`src/rtl/instruction_fetch_unit_pkg.sv`:
```
// Shared definitions for the instruction fetch unit.
// Holds the NOP used to fill fault entries, the default reset PC, the fetch
// FSM state type, the fetch-buffer entry layout and a PC-increment helper.
package instruction_fetch_unit_pkg;

    localparam logic [31:0] NOP_INSTR        = 32'h0000_0013;
    localparam logic [31:0] RESET_PC_DEFAULT = 32'h0000_0000;
    localparam int unsigned FB_DEPTH         = 2;

    typedef enum logic {
        FETCH      = 1'b0,
        MISALIGNED = 1'b1
    } fetch_state_t;

    typedef struct packed {
        logic [31:0] pc;
        logic [31:0] instr;
        logic        misaligned;
    } fetch_entry_t;

    localparam fetch_entry_t ENTRY_ZERO = '{pc: 32'h0000_0000, instr: 32'h0000_0000, misaligned: 1'b0};

    // Sequential PC step; plain 32-bit addition wraps 32'hFFFF_FFFC to 0.
    function automatic logic [31:0] pc_inc(input logic [31:0] pc);
        return pc + 32'd4;
    endfunction

endpackage

```
`src/rtl/instruction_fetch_unit_fetch_buffer.sv`:
```
// Two-entry synchronous FIFO of fetched {pc, instr, misaligned} entries.
// Ports:
//   clk, rst       : clock, synchronous active-high reset
//   push_i/data_i  : write an entry (ignored when full unless popping)
//   pop_i          : remove the head entry (ignored when empty)
//   flush_i        : discard all entries; wins over push and pop
//   count_o        : current occupancy (0..2)
//   head_o         : oldest entry, meaningful only when count_o != 0
module instruction_fetch_unit_fetch_buffer
    import instruction_fetch_unit_pkg::*;
(
    input  logic         clk,
    input  logic         rst,
    input  logic         push_i,
    input  fetch_entry_t push_data_i,
    input  logic         pop_i,
    input  logic         flush_i,
    output logic [1:0]   count_o,
    output fetch_entry_t head_o
);

    fetch_entry_t mem_q [2];
    logic         rd_ptr_q;
    logic         wr_ptr_q;
    logic [1:0]   count_q;
    logic         do_push_s;
    logic         do_pop_s;

    // A full buffer still accepts a push when the head leaves in the same cycle.
    assign do_push_s = push_i & ((count_q != 2'(FB_DEPTH)) | pop_i);
    assign do_pop_s  = pop_i & (count_q != 2'd0);

    assign count_o = count_q;
    assign head_o  = mem_q[rd_ptr_q];

    // Storage, pointers and occupancy.
    always_ff @(posedge clk) begin
        if (rst) begin
            mem_q[0] <= ENTRY_ZERO;
            mem_q[1] <= ENTRY_ZERO;
            rd_ptr_q <= 1'b0;
            wr_ptr_q <= 1'b0;
            count_q  <= 2'd0;
        end else if (flush_i) begin
            rd_ptr_q <= 1'b0;
            wr_ptr_q <= 1'b0;
            count_q  <= 2'd0;
        end else begin
            if (do_push_s) begin
                mem_q[wr_ptr_q] <= push_data_i;
                wr_ptr_q        <= ~wr_ptr_q;
            end
            if (do_pop_s) begin
                rd_ptr_q <= ~rd_ptr_q;
            end
            case ({do_push_s, do_pop_s})
                2'b10:   count_q <= count_q + 2'd1;
                2'b01:   count_q <= count_q - 2'd1;
                default: count_q <= count_q;
            endcase
        end
    end

endmodule

```
`src/rtl/instruction_fetch_unit.sv`:
```
// Instruction fetch unit: owns the PC, issues instruction-memory requests,
// and hands in-order {pc, instr, misaligned} entries to decode.
// Ports:
//   clk, rst                    : clock, synchronous active-high reset
//   redirect_valid/redirect_pc  : taken branch/jump target from execute
//   imem_req/imem_addr/imem_gnt : request channel (addr = pc_q)
//   imem_rvalid/imem_rdata      : in-order response channel
//   if_valid/if_ready           : decode handshake on the buffer head
//   if_pc/if_instr/if_misaligned: head entry contents
module instruction_fetch_unit
    import instruction_fetch_unit_pkg::*;
#(
    parameter logic [31:0] RESET_PC  = RESET_PC_DEFAULT,
    parameter int          BUF_DEPTH = 2
) (
    input  logic        clk,
    input  logic        rst,
    input  logic        redirect_valid,
    input  logic [31:0] redirect_pc,
    output logic        imem_req,
    output logic [31:0] imem_addr,
    input  logic        imem_gnt,
    input  logic        imem_rvalid,
    input  logic [31:0] imem_rdata,
    output logic        if_valid,
    input  logic        if_ready,
    output logic [31:0] if_pc,
    output logic [31:0] if_instr,
    output logic        if_misaligned
);

    fetch_state_t state_q, state_d;
    logic [31:0]  pc_q, pc_d;
    logic [31:0]  fetch_pc_q, fetch_pc_d;
    logic [1:0]   outstanding_q, outstanding_d;
    logic [1:0]   drop_cnt_q, drop_cnt_d;
    logic         fault_pend_q, fault_pend_d;

    logic [1:0]   count_s;
    logic [2:0]   in_use_s;
    logic         grant_s;
    logic         keep_rsp_s;
    logic         redirect_mis_s;
    logic         push_s;
    logic         pop_s;
    fetch_entry_t push_data_s;
    fetch_entry_t head_s;

    // Every in-flight request and every buffered entry reserves a slot, so a
    // response can never land in a full buffer.
    assign in_use_s = {1'b0, outstanding_q} + {1'b0, count_s};
    assign imem_req = ~rst & (state_q == FETCH) & ~redirect_valid
                      & (in_use_s < 3'(BUF_DEPTH));
    assign imem_addr = pc_q;

    assign grant_s        = imem_req & imem_gnt;
    assign keep_rsp_s     = imem_rvalid & (drop_cnt_q == 2'd0) & ~redirect_valid;
    assign redirect_mis_s = redirect_valid & (redirect_pc[1:0] != 2'b00);
    assign pop_s          = if_valid & if_ready;

    assign if_valid      = (count_s != 2'd0);
    assign if_pc         = head_s.pc;
    assign if_instr      = head_s.instr;
    assign if_misaligned = head_s.misaligned;

    // Buffer write source: the deferred fault entry or a kept memory response.
    // The two never coincide because a misaligned redirect marks every
    // outstanding response for dropping.
    always_comb begin
        push_s      = 1'b0;
        push_data_s = ENTRY_ZERO;
        if (fault_pend_q & ~redirect_valid) begin
            push_s      = 1'b1;
            push_data_s = '{pc: fetch_pc_q, instr: NOP_INSTR, misaligned: 1'b1};
        end else if (keep_rsp_s) begin
            push_s      = 1'b1;
            push_data_s = '{pc: fetch_pc_q, instr: imem_rdata, misaligned: 1'b0};
        end else begin
            push_s      = 1'b0;
            push_data_s = ENTRY_ZERO;
        end
    end

    // Next-state logic for PC tracking, in-flight bookkeeping and the FSM.
    always_comb begin
        state_d       = state_q;
        pc_d          = pc_q;
        fetch_pc_d    = fetch_pc_q;
        drop_cnt_d    = drop_cnt_q;
        fault_pend_d  = 1'b0;
        outstanding_d = outstanding_q;

        case ({grant_s, imem_rvalid})
            2'b10:   outstanding_d = outstanding_q + 2'd1;
            2'b01:   outstanding_d = outstanding_q - 2'd1;
            default: outstanding_d = outstanding_q;
        endcase

        if (redirect_valid) begin
            // No grant is possible this cycle, so outstanding_d is exactly the
            // number of old-path responses still to come; any response arriving
            // now is already discarded and excluded from it.
            pc_d         = redirect_pc;
            fetch_pc_d   = redirect_pc;
            drop_cnt_d   = outstanding_d;
            state_d      = redirect_mis_s ? MISALIGNED : FETCH;
            fault_pend_d = redirect_mis_s;
        end else begin
            if (grant_s) begin
                pc_d = pc_inc(pc_q);
            end else begin
                pc_d = pc_q;
            end
            if (keep_rsp_s) begin
                fetch_pc_d = pc_inc(fetch_pc_q);
            end else begin
                fetch_pc_d = fetch_pc_q;
            end
            if (imem_rvalid && (drop_cnt_q != 2'd0)) begin
                drop_cnt_d = drop_cnt_q - 2'd1;
            end else begin
                drop_cnt_d = drop_cnt_q;
            end
        end
    end

    // FSM and fetch state registers.
    always_ff @(posedge clk) begin
        if (rst) begin
            state_q       <= FETCH;
            pc_q          <= RESET_PC;
            fetch_pc_q    <= RESET_PC;
            outstanding_q <= 2'd0;
            drop_cnt_q    <= 2'd0;
            fault_pend_q  <= 1'b0;
        end else begin
            state_q       <= state_d;
            pc_q          <= pc_d;
            fetch_pc_q    <= fetch_pc_d;
            outstanding_q <= outstanding_d;
            drop_cnt_q    <= drop_cnt_d;
            fault_pend_q  <= fault_pend_d;
        end
    end

    instruction_fetch_unit_fetch_buffer u_fetch_buffer (
        .clk         (clk),
        .rst         (rst),
        .push_i      (push_s),
        .push_data_i (push_data_s),
        .pop_i       (pop_s),
        .flush_i     (redirect_valid),
        .count_o     (count_s),
        .head_o      (head_s)
    );

endmodule

```
`config.mk`:
```
export PLATFORM = sky130hd
export DESIGN_NAME = instruction_fetch_unit
export DESIGN_NICKNAME = d
export VERILOG_FILES = /design/src/rtl/instruction_fetch_unit_pkg.sv /design/src/rtl/instruction_fetch_unit_fetch_buffer.sv /design/src/rtl/instruction_fetch_unit.sv
export SDC_FILE = /design/constraint.sdc
export NUM_CORES = 1
export LEC_CHECK = 0
export ABC_AREA = 1
export CORE_ASPECT_RATIO = 1.25
export CORE_MARGIN = 5
export CORE_UTILIZATION = 35
export CTS_CLUSTER_SIZE = 24
export DETAILED_ROUTE_END_ITERATION = 8
export GPL_TIMING_DRIVEN = 0
export MAX_ROUTING_LAYER = met4
export SETUP_SLACK_MARGIN = 0.3
export SKIP_LAST_GASP = 1
export SYNTH_ARGS = -nofsm -noshare
export SYNTH_HDL_FRONTEND = slang
export SYNTH_SLANG_ARGS = --single-unit
```
`constraint.sdc`:
```
create_clock -name clk -period 4.6 [get_ports clk]
set_clock_uncertainty 0.05 [all_clocks]
set_input_delay 0.92 -clock clk [delete_from_list [all_inputs] [get_ports clk]]
set_output_delay 0.92 -clock clk [all_outputs]
set_load 0.03 [all_outputs]
```
Word level (Yosys, flattened, before mapping)
Memory sizes are Yosys's and may differ from the RTL's. A register that Yosys moved wholly into a read port is not among the register bits.
Cells that the tools add are included.

cells by class
  reductions and logical operators = 12
  add/subtract/negate cells = 8
  muxes and demuxes = 24
  equal/unequal tests = 5
  bitwise gates (word level) = 17
  order comparisons = 1

operator list
  cell                                                                   count
  65-bit two-way mux                                                     3
  32-bit two-way mux                                                     4
  65-bit OR reduction                                                    1
  32-bit by 3-bit adder with 32-bit output, second input constant        2
  2-bit nonzero test                                                     7
  1-bit two-way mux                                                      13
  1-bit bitwise AND                                                      11
  2-bit one-hot mux with 2 select lines                                  2
  2-bit by 1-bit subtractor with 2-bit output, second input constant     3
  1-bit NOT                                                              5
  2-bit by 1-bit adder with 2-bit output, second input constant          2
  2-bit by 1-bit equality test with 1-bit output, second input constant  2
  2-bit equality test, second input constant                             2
  2-bit two-way mux                                                      2
  2-bit OR reduction                                                     2
  2-bit by 2-bit adder with 3-bit output                                 1
  3-bit by 2-bit < comparator with 1-bit output, second input constant   1
  2-bit zero test                                                        1
  2-bit inequality test, second input constant                           1
  1-bit logical AND                                                      1
  1-bit bitwise OR                                                       1

word-level totals
  flip-flop bits (word level) = 74
  memories kept = 1
  memory bits (writable) = 130
  output and inout bits = 99

memories
  name                  words  width  rd ports  clocked after memory_dff  wr ports  RTL line                                   text
  u_fetch_buffer.mem_q  2      65     1         1                         2         instruction_fetch_unit_fetch_buffer.sv:22  fetch_entry_t mem_q [2];

Longest topological paths before layout
Gate-level depths: netlist of run 1.

  depth in word-level cells = 12
  mapped depth = 13
  depth with buffers taken out = 13

By module
Synthesis of run 1 repeated with hierarchy kept, for this count alone.

unflattened totals
  cells, all modules = 1352
  area total of the unflattened synthesis = 11040.6 µm²

modules (own cells, without submodules)
  module                               area each (µm²)  sequential area each (µm²)  cells each  times used
  instruction_fetch_unit_fetch_buffer  5850.6           4003.8                      450         1
  instruction_fetch_unit               5190.0           1401.3                      902         1

Worst setup path before layout of run 1
Ideal clock, no wire load.

  path kind = input to register
  start point = in imem_rvalid
  end point = mem u_fetch_buffer.mem_q[0][0] (netlist bit), enable pin
  buffers on the path = 2
  library setup time = 0.425 ns
  stages = 10
  slack = 0.919 ns
  arrival time = 3.206 ns
  cell sequence = nand2_2 nor2_2 inv_2 nand2_1 nand2_2 inv_2 nand3_1 buf_4 buf_4 nand2_1

RTL lines
  what         RTL line                                   text
  from (decl)  instruction_fetch_unit.sv:23               input logic imem_rvalid,
  to (decl)    instruction_fetch_unit_fetch_buffer.sv:22

Worst setup path in the final report of run 1
  start point = in redirect_valid
  end point = out imem_req

between the ends
  longest elaborated chain between the ends = 3

ends and longest elaborated chain
  what                 RTL line                      text
  from (decl)          instruction_fetch_unit.sv:18  input logic redirect_valid,
  1-bit NOT (no line)  -
  1-bit bitwise AND    instruction_fetch_unit.sv:52  assign imem_req = ~rst & (state_q == FETCH) & ~redirect_valid
  1-bit bitwise AND    instruction_fetch_unit.sv:53  & (in_use_s < 3'(BUF_DEPTH));
  to (decl)            instruction_fetch_unit.sv:20  output logic imem_req,

No other way between the ends.

==> summary.md, run 1 <==
| Metric | Value |
|---|---|
| Hold Crit Depth | `2` |
| CTS tree | `yes` |
| Top Ports | `169` |
| Slew margin rel. | `0.429` |
| Hold crit path type | `reg -> reg` |
| Synthesis-stage register bit count | `205` |
| Die X | `164 µm` |
| Period utilisation layout | `0.824` |
| Most frequent cells in the layout | `nand2_1 (247), nor2_1 (174), clkdlybuf4s50_1 (167)` |
| PortBufs | `167` |
| Setup TNS | `0 ns` |
| Status | `finished clean` |
| Fin crit period | `3.79 ns` |
| Met3 usage | `0.0247` |
| Initial drt markers | `505` |
| H-tree levels | `1` |
| Die footprint | `33,100 µm²` |
| Max VDD drop | `0.000289 V` |
| Most common cell after layout, fill and taps aside | `nand2_1` |
| Sequential Area | `5410 µm²` |
| CTS max path bufs | `3` |
| GRT met1 Usage | `0.236` |
| Worst EP arrival | `2.82 ns` |
| Max-Cap Viols | `0` |
| GPL Wtd Cong | `0.903` |
| Worst slew pin tran | `0.857 ns` |
| Avg Vias per Cell | `4.87` |
| Final setup fails | `0` |
| Area of the mapped netlist | `10,400 µm²` |
| Clk slew on worst S/H paths | `0.06 ns` |
| N_diodes | `0` |
| Cts hold-fix bufs | `0` |
| WL final | `30.4 mm` |
| Die Ht | `202 µm` |
| Wire length per cell | `17.0 µm` |
| CP peak stage delay | `0.69 ns` |
| Leakage power total | `4.93 nW` |
| Num rows | `70` |
| Kind of cell adding the most delay to the critical path | `buffers and inverters` |
| XOR/XNOR Fraction of Synth Area | `0.00931` |
| Area Overhead vs Synth | `28.4%` |
| Met2 global-route usage | `0.311` |
| Area occupied by multi-input gates | `4180 µm²` |
| DRC viols | `0` |
| Total grt overflow | `0` |
| Routed Antenna Nets | `0` |
| Asr flop ratio synth | `0` |
| Worst path required time | `3.63 ns` |
| CP Launch Type | `primary input` |
| Vias in the first global route | `8,877` |
| Fmax | `0.264 GHz` |
| Worst-skew pair later-pin latency | `0.51 ns` |
| Pre-CTS setup slack | `0.794 ns` |
| Post-synthesis sequential area ratio | `0.522` |
| Syn avg cell area | `8.76 µm²` |
| Post-DP HPWL | `22.8 mm` |
| Layout fillers | `2,901` |
| R2R cell count | `13` |
| Final WS setup | `0.808 ns` |
| Root Driver | `clkbuf_16` |
| Starting Density | `0.354` |
| EDFF count, synth | `130` |
| Share of cells above drive strength 1 | `0.127` |
| CP cell instances | `clkdlybuf4s50_1 > nor2_4 > inv_2 > nor2_4 > clkdlybuf4s50_1` |
| Critical path's slowest cell | `clkdlybuf4s50_1` |
| Top FF cell, synth | `edfxtp_1` |
| Simple logic cell fraction of the synthesized area | `0.247` |
| Compound-Gate Fraction of Synth Area | `0.0674` |
| CTS buffer count | `22` |
| Mux contribution to synthesized area | `0.0707` |
| Critical path type | `in -> out` |
| # clock sinks | `205` |
| Global routing's busiest layer | `met2` |
| Vias | `8,706` |
| Worst setup EP type | `primary output` |
| Largest net degree at the start of global routing | `49` |
| RSZ-0062 raised after global routing | `no` |
| CP bufs+invs | `3` |
| Synth unique cells | `36` |
| Initial antenna violation count | `0` |
| Power per Cell Area | `346 nW/µm²` |
| Yosys warning total | `0` |
| Post-CTS Setup Bufs | `0` |
| Main combinational cell family by area after synthesis | `simple AND/OR/NAND/NOR gates` |
| First-pass DRT Iterations | `5` |
| Post-synthesis cell count | `1,182` |
| Final Hold Vio Count | `0` |
| Nets@finish | `1,451` |
| Adder-cell share of the synthesized area | `0.00798` |
| Logic depth of the worst path, buffers included | `5` |
| Syn nets | `1,258` |
| Final Slew Violations | `0` |
| Global Route Usage Sum | `0.187` |
| Core area | `29,300 µm²` |
| Cts repair resizes | `0` |
| Critical path peak fanout | `10` |
| First-pass GRT wire length | `47.9 mm` |
==> logic make-up (layout without fill, tap and decap cells) <==
group                    Yosys count  after routing
AO/OA/AOI/OAI                    130            130
buffers and inverters            191            400
AND/OR/NAND/NOR                  574            574
XOR/XNOR                          11             11
multiplexers                      65             65
adder cells (fa/ha/maj)            6              6
flip-flops                       205            205
==> report_power, final <==
group	switching (W)	total (W)	internal (W)
sequential	0.0000678	0.00213	0.00207
combinational	0.000450	0.000729	0.000279
clock	0.000739	0.00173	0.000996
==> stage by stage <==
step	total power, W	instance area (µm²)	hold slack [ns]	util	cells
final	0.00460	13300	0.404	0.454	1787
after CTS	0.00464	13300	0.411	0.454	1787
after detailed placement	0.00291	12600	0.397	0.430	1747
after floorplan	0.00258	10400	0.375	-	1182
after global routing	0.00478	13300	0.437	0.454	1787
after global placement	0.00290	12500	0.385	0.428	1745
==> area by class of cell <==
cell class	count	share of cell area
repair buffers	169	0.130
multi-input cells	786	0.314
inverters	144	0.0407
flip-flops and latches	205	0.407
plain buffers	47	0.0184
clock buffers	25	0.0423
clock inverters	15	0.0105
well taps	396	0.0373
==> registers in the layout (all words and copies together), names as in the netlist, named ones only <==
| register | flops |
|---|---|
| fault_pend_q | 1 |
| u_fetch_buffer.rd_ptr_q | 1 |
| u_fetch_buffer.mem_q | 130 |
| outstanding_q | 2 |
| drop_cnt_q | 2 |
| u_fetch_buffer.wr_ptr_q | 1 |
| state_q | 1 |
| u_fetch_buffer.count_o | 2 |
| imem_addr | 32 |
| fetch_pc_q | 32 |
==> tightest hold or removal path, delay by kind of cell, from the launching register on <==
family / cells / cell delay (ns)
DFF: 1 / 0.31
and+or+nand+nor: 2 / 0.11
==> per-layer routing <==
metal  share of wire  up-vias
li1                -     4305
met1            0.43     4058
met2            0.48      291
met3           0.059       52
met4           0.032        0
met5               0        -
==> worst paths after layout <==
kind             startpoint                     endpoint  slack [ns]
max          redirect_valid                     imem_req        0.81
min            imem_addr[1]                 imem_addr[1]        0.40
max reg2reg   drop_cnt_q[0]  u_fetch_buffer.mem_q[0][29]        1.82
min reg2reg    imem_addr[1]                 imem_addr[1]        0.40
==> cells in the mapped netlist (17+ instances only) <==
cell	instances	area share
nand2_1	249	0.090
nor2_1	174	0.063
inv_1	139	0.050
edfxtp_1	130	0.38
dfxtp_1	75	0.15
mux2_2	65	0.071
nand3_1	65	0.031
a21oi_1	52	0.025
o21ai_0	41	0.020
nor3_1	32	0.015
nor3_2	30	0.029
buf_2	19	0.0092
clkbuf_1	18	0.0065
a31oi_1	17	0.010
(Power assumes the default switching activity.)
==> run 2, diff against run 1 <==
==> constraint.sdc (replaced) <==
create_clock -name clk -period 3.7 [get_ports clk]
set_clock_uncertainty 0.05 [all_clocks]
set_input_delay 0.74 -clock clk [delete_from_list [all_inputs] [get_ports clk]]
set_output_delay 0.74 -clock clk [all_outputs]
set_load 0.03 [all_outputs]
==> summary.md, run 2 (synthesis results as in run 1) <==
| Metric | Value |
|---|---|
| Status | `finished clean` |
| Max-Cap Viols | `0 (unchanged)` |
| Power per Cell Area | `438 nW/µm² (+27%)` |
| H-tree levels | `1 (unchanged)` |
| Die X | `164 µm (unchanged)` |
| Final Hold Vio Count | `0 (unchanged)` |
| # clock sinks | `205 (unchanged)` |
| Wire length per cell | `17.1 µm (+0.23%)` |
| Non-Filler Cell Area, Final | `13,300 µm² (+0.39%)` |
| P_int | `0.00430 W (+29%)` |
| Placed insts | `1,747 (unchanged)` |
| Avg Vias per Cell | `4.89 (+0.28%)` |
| Die footprint | `33,100 µm² (unchanged)` |
| CTS tree | `yes` |
| Global routing's busiest layer | `met2` |
| Root Driver | `clkbuf_16` |
| Hold crit path type | `reg -> reg` |
| Clk slew on worst S/H paths | `0.06 ns (about the same)` |
| Share of cells above drive strength 1 | `0.128 (+0.00125)` |
| Final Slew Violations | `0 (unchanged)` |
| Leakage power total | `4.97 nW (+0.99%)` |
| Met3 usage | `0.0228 (-0.00184)` |
| Critical path type | `reg -> out` |
| DRC viols | `0 (unchanged)` |
| Worst setup EP type | `primary output` |
| Vias | `8,740 (+0.39%)` |
| GRT met1 Usage | `0.230 (-0.00574)` |
| Vias in the first global route | `8,808 (-0.78%)` |
| Reg2reg setup slack | `1.05 ns (-0.77 ns)` |
| Comb power frac | `0.155 (-0.004)` |
| Period utilisation layout | `0.874` |
| Hold Crit Depth | `2 (unchanged)` |
| Post-DP HPWL | `22.8 mm (-0.27%)` |
| Fmax | `0.309 GHz` |
| Kind of cell adding the most delay to the critical path | `buffers and inverters` |
| Critical path's slowest cell | `clkdlybuf4s50_1` |
| Worst-skew pair later-pin latency | `0.50 ns (about the same)` |
| R2R cell count | `13 (unchanged)` |
| Critical path peak fanout | `10 (unchanged)` |
| Total grt overflow | `0 (unchanged)` |
| Sequential share of power | `0.454 (-0.010)` |
| Met2 global-route usage | `0.318 (+0.00724)` |
| CP Launch Type | `flop` |
| WL final | `30.5 mm (+0.34%)` |
| Most common cell after layout, fill and taps aside | `nand2_1` |
| Initial drt markers | `528 (+4.6%)` |
| Top Ports | `169 (unchanged)` |
| Clk pwr share | `0.391 (+0.014)` |
| Num rows | `70 (unchanged)` |
| PortBufs | `167 (unchanged)` |
| Fin crit period | `3.23 ns` |
| CP bufs+invs | `3 (unchanged)` |
| CP cell instances | `clkbuf_2 > buf_2 > mux2_2 > clkdlybuf4s50_1` |
| N_diodes | `0 (unchanged)` |
| Routed Antenna Nets | `0 (unchanged)` |
| Worst slew pin tran | `0.783 ns (-0.0741 ns)` |
| Worst path required time | `2.91 ns (-0.72 ns)` |
| RSZ-0062 raised after global routing | `no` |
| Die Ht | `202 µm (unchanged)` |
| Most flop-heavy register | `u_fetch_buffer.mem_q` |
| Post-Layout Cell Count | `1,789 (+0.11%)` |
| Initial antenna violation count | `0 (unchanged)` |
| Most frequent cells in the layout | `nand2_1 (247), nor2_1 (174), clkdlybuf4s50_1 (166)` |
| Max VDD drop | `0.000259 V (-10%)` |
| Min-delay src | `imem_addr[0]` |
| Core area | `29,300 µm² (unchanged)` |
| First-pass DRT Iterations | `5 (unchanged)` |
| Post-Place Cell Area | `12,600 µm² (unchanged)` |
| Switching Share | `0.265 (-0.00874)` |
| Layout fillers | `2,929 (+0.97%)` |
| Hold Path End | `imem_addr[0]` |
| Max FFs per register | `130 (unchanged)` |
| CTS max path bufs | `3 (unchanged)` |
| GPL Wtd Cong | `0.914 (+1.2%)` |
| Nets@finish | `1,453 (+0.14%)` |
| CP peak stage delay | `0.64 ns (-0.05 ns)` |
| Final setup fails | `0 (unchanged)` |
| P_sw | `0.00155 W (+23%)` |
| Critical R2R Launch | `drop_cnt_q[0]` |
| Largest net degree at the start of global routing | `62 (+27%)` |
| Worst EP arrival | `2.44 ns (-0.38 ns)` |
| First-pass GRT wire length | `47.4 mm (-1.1%)` |
| Setup TNS | `0 ns (unchanged)` |
| Slew margin rel. | `0.478 (+0.0494)` |
| Global Route Usage Sum | `0.185 (-0.00153)` |
| CTS buffer count | `23 (+4.5%)` |
| Worst R2R End | `u_fetch_buffer.mem_q[0][23]` |
| Area Overhead vs Synth | `28.9%` |
| Starting Density | `0.354 (unchanged)` |
run 2: final cells by class:
cell class	instances	area (µm²)	area share
multi-input combinational	786	4180	0.313
clock buffer	33	627	0.0470
clock inverter	8	115	0.00863
sequential	205	5410	0.405
buffer	47	246	0.0185
inverter	144	541	0.0405
tap	396	495	0.0371
timing repair buffer	170	1740	0.130
run 2: worst max path at each step:
stage                                        to  slack [ns]  cells after the start
global placement    u_fetch_buffer.mem_q[1][18]       -1.21                      8
floorplan            u_fetch_buffer.mem_q[1][0]        0.55                      8
global route                           if_pc[9]        0.35                      4
detailed placement                     imem_req        0.21                      5
CTS                                    imem_req        0.39                      7
finish                                if_pc[15]        0.47                      4
run 2: worst reg2reg max path, stage by stage, from the launching register on:
cell and delay, ns:
dfxtp_1 0.31, inv_1 0.07, ha_1 0.19, nand2_2 0.13, nor2_2 0.18, inv_2 0.11
nand2_1 0.09, nand2_2 0.08, inv_2 0.07, nand3_1 0.14, buf_4 0.22, buf_4 0.19
nand2_4 0.14, buf_16 0.32
run 2: stage by stage:
stage | total power [W] | hold slack (ns) | utilization | setup slack (ns)
after floorplan | 0.00321 | 0.375 | - | 0.550
after global placement | 0.00360 | 0.387 | 0.428 | -1.21
after detailed placement | 0.00361 | 0.396 | 0.430 | 0.213
after CTS | 0.00590 | 0.407 | 0.456 | 0.386
after global routing | 0.00608 | 0.421 | 0.456 | 0.351
final | 0.00585 | 0.405 | 0.456 | 0.468
run 2: metal layers:
layer  share of wire  wire length, µm  vias up
met4           0.026              797        0
met1            0.42            12900     4099
met2            0.49            15000      293
met3           0.059             1810       44
met5               0                0        -
li1                -                -     4304
run 2: repair_timing:
| action | 4_1_cts | 5_1_grt |
|---|---|---|
| hold buffers | 0 | 0 |
| resized for setup | 1 | 1 |
| buffers inserted | 1 | 0 |
| pin swaps | 1 | 0 |
| endpoints found under the setup margin | 51 | 1 |
run 2: power groups by stage:
stage / clock network, W / logic, W / registers (W)
after floorplan: 0 / 0.000486 / 0.00272
after global placement: 0 / 0.000895 / 0.00270
after detailed placement: 0 / 0.000911 / 0.00270
after CTS: 0.00233 / 0.000917 / 0.00265
after global routing: 0.00243 / 0.000979 / 0.00267
final: 0.00229 / 0.000906 / 0.00265
==> run 3, diff against run 2 <==
--- a/config.mk
+++ b/config.mk
@@ -15,6 +15,7 @@
 export MAX_ROUTING_LAYER = met4
 export SETUP_SLACK_MARGIN = 0.3
 export SKIP_LAST_GASP = 1
+export SLEW_MARGIN = 10
 export SYNTH_ARGS = -nofsm -noshare
 export SYNTH_HDL_FRONTEND = slang
 export SYNTH_SLANG_ARGS = --single-unit
==> constraint.sdc (replaced) <==
create_clock -name clk -period 3.7 [get_ports clk]
set_clock_uncertainty 0.05 [all_clocks]
set_input_delay 0.555 -clock clk [delete_from_list [all_inputs] [get_ports clk]]
set_output_delay 0.555 -clock clk [all_outputs]
set_load 0.03 [all_outputs]
==> summary.md, run 3 (synthesis results as in run 1) <==
| Metric | Value |
|---|---|
| Reg2reg setup slack | `0.91 ns (-0.14 ns)` |
| Most flop-heavy register | `u_fetch_buffer.mem_q` |
| Status | `finished clean` |
| Worst slew pin tran | `0.857 ns (+0.0742 ns)` |
| Fin crit period | `3.09 ns (-0.144 ns)` |
| Most frequent cells in the layout | `nand2_1 (247), nor2_1 (174), clkdlybuf4s50_1 (167)` |
| Layout fillers | `2,902 (-0.92%)` |
| N_diodes | `0 (unchanged)` |
| Period utilisation layout | `0.835 (-0.0389)` |
| Largest net degree at the start of global routing | `49 (-21%)` |
| Post-CTS Setup Bufs | `0 (-1)` |
| CTS tree | `yes` |
| Root Driver | `clkbuf_16` |
| Area occupied by multi-input gates | `4180 µm² (unchanged)` |
| Worst path required time | `3.09 ns (+0.18 ns)` |
| Starting Density | `0.354 (unchanged)` |
| CTS max path bufs | `3 (unchanged)` |
| Vias | `8,702 (-0.43%)` |
| Slew margin rel. | `0.429 (-0.0495)` |
| Clk slew on worst S/H paths | `0.06 ns (about the same)` |
| CP endpoint | `if_pc[13]` |
| Worst-skew pair later-pin latency | `0.51 ns (about the same)` |
| First-pass DRT Iterations | `5 (unchanged)` |
| Worst R2R End | `u_fetch_buffer.mem_q[0][29]` |
| Num rows | `70 (unchanged)` |
| Max VDD drop | `0.000357 V (+38%)` |
| Final Hold Vio Count | `0 (unchanged)` |
| Critical path's slowest cell | `clkdlybuf4s50_1` |
| Fmax | `0.324 GHz (+4.7%)` |
| Post-Place Cell Area | `12,600 µm² (unchanged)` |
| Min-delay src | `rst` |
| Nets@finish | `1,451 (-0.14%)` |
| # clock sinks | `205 (unchanged)` |
| Worst EP arrival | `2.48 ns (+0.04 ns)` |
| DRC viols | `0 (unchanged)` |
| Final WS setup | `0.612 ns (+0.144 ns)` |
| CP Launch Type | `flop` |
| Power per Cell Area | `430 nW/µm² (-2.0%)` |
| Max FFs per register | `130 (unchanged)` |
| Core area | `29,300 µm² (unchanged)` |
| Non-Filler Cell Area, Final | `13,300 µm² (-0.37%)` |
| Final Slew Violations | `0 (unchanged)` |
| Most common cell after layout, fill and taps aside | `nand2_1` |
| Hold crit path type | `in -> reg` |
| R2R cell count | `13 (unchanged)` |
| Critical path peak fanout | `10 (unchanged)` |
| Area Overhead vs Synth | `28.4%` |
| Sequential Area | `5410 µm² (unchanged)` |
| GPL Wtd Cong | `0.903 (-1.2%)` |
| Share of cells above drive strength 1 | `0.127 (-0.000535)` |
| RSZ-0062 raised after global routing | `no` |
| Die Ht | `202 µm (unchanged)` |
| Placed insts | `1,747 (unchanged)` |
| First-pass GRT wire length | `47.9 mm (+1.1%)` |
| Die X | `164 µm (unchanged)` |
| Avg Vias per Cell | `4.87 (-0.32%)` |
| Worst setup EP type | `primary output` |
| Total grt overflow | `0 (unchanged)` |
| Max-Cap Viols | `0 (unchanged)` |
| WL final | `30.4 mm (-0.28%)` |
| Post-Layout Cell Count | `1,787 (-0.11%)` |
| Vias in the first global route | `8,877 (+0.78%)` |
| CP peak stage delay | `0.63 ns (about the same)` |
| H-tree levels | `1 (unchanged)` |
| CTS buffer count | `22 (-4.3%)` |
| Leakage power total | `4.93 nW (-0.91%)` |
| Post-DP HPWL | `22.8 mm (+0.27%)` |
| Critical R2R Launch | `drop_cnt_q[0]` |
| PortBufs | `167 (unchanged)` |
| Initial drt markers | `510 (-3.4%)` |
| CP cell instances | `clkbuf_2 > buf_2 > mux2_2 > clkdlybuf4s50_1` |
| Wire length per cell | `17.0 µm (-0.16%)` |
| Global Route Usage Sum | `0.187 (+0.00153)` |
| Setup TNS | `0 ns (unchanged)` |
| Initial antenna violation count | `0 (unchanged)` |
| Final setup fails | `0 (unchanged)` |
| Critical path type | `reg -> out` |
| Pre-CTS setup slack | `0.275 ns (+0.0625 ns)` |
| Die footprint | `33,100 µm² (unchanged)` |
| Top Ports | `169 (unchanged)` |
| Routed Antenna Nets | `0 (unchanged)` |
[run 3: cell count changes in the layout (fill, tap and decap cells not counted), sizes merged]
cell and change:
buf -1, bufinv -1, clkbuf -8, clkdlybuf4s50 +1
clkinv +8, clkinvlp +1, dlymetal6s2s -1, inv -1
[run 3: routing by layer]
layer  wire [µm]  share of wire  global-route usage
met2       14700           0.48               0.311
met5           0              0                   -
met4         975          0.032              0.0593
met1       13100           0.43               0.236
met3        1720          0.057              0.0247
[run 3: worst min-delay path by stage]
stage	end	slack, ns	depth (start not counted)
floorplan	flop	0.38	1
global placement	u_fetch_buffer.rd_ptr_q	0.39	1
detailed placement	u_fetch_buffer.rd_ptr_q	0.40	1
CTS	outstanding_q[0]	0.29	2
global route	outstanding_q[0]	0.31	2
finish	outstanding_q[0]	0.31	2
[run 3: where the power goes]
part           internal, W  switching, W  total [W]
sequential         0.00257     0.0000843    0.00265
clock              0.00124      0.000916    0.00215
combinational     0.000347      0.000560   0.000907
total              0.00415       0.00156    0.00571
[run 3: repair_timing]
| item | CTS | global route |
|---|---|---|
| hold buffers | 0 | 0 |
| resized for setup | 1 | 0 |
| endpoints found under the setup margin | 1 | 0 |
[run 3: stage by stage]
stage	power, W	hold slack (ns)	util
6_report	0.00571	0.310	0.454
5_1_grt	0.00594	0.313	0.454
4_1_cts	0.00577	0.293	0.454
3_5_place_dp	0.00361	0.397	0.430
3_3_place_gp	0.00360	0.385	0.428
2_1_floorplan	0.00321	0.375	-
[run 3: cell type report]
type / instances / area share
Sequential cell: 205 / 0.407
Multi-Input combinational cell: 786 / 0.314
Timing Repair Buffer: 169 / 0.130
Clock buffer: 25 / 0.0423
Inverter: 144 / 0.0407
Tap cell: 396 / 0.0373
Buffer: 47 / 0.0185
Clock inverter: 15 / 0.0105
[run 3: worst max-delay path: cells and delay by family, from the launching register on]
kind     cells  cell delay [ns]
mux          1             0.38
flops        1             0.34
buf+inv      3             1.26
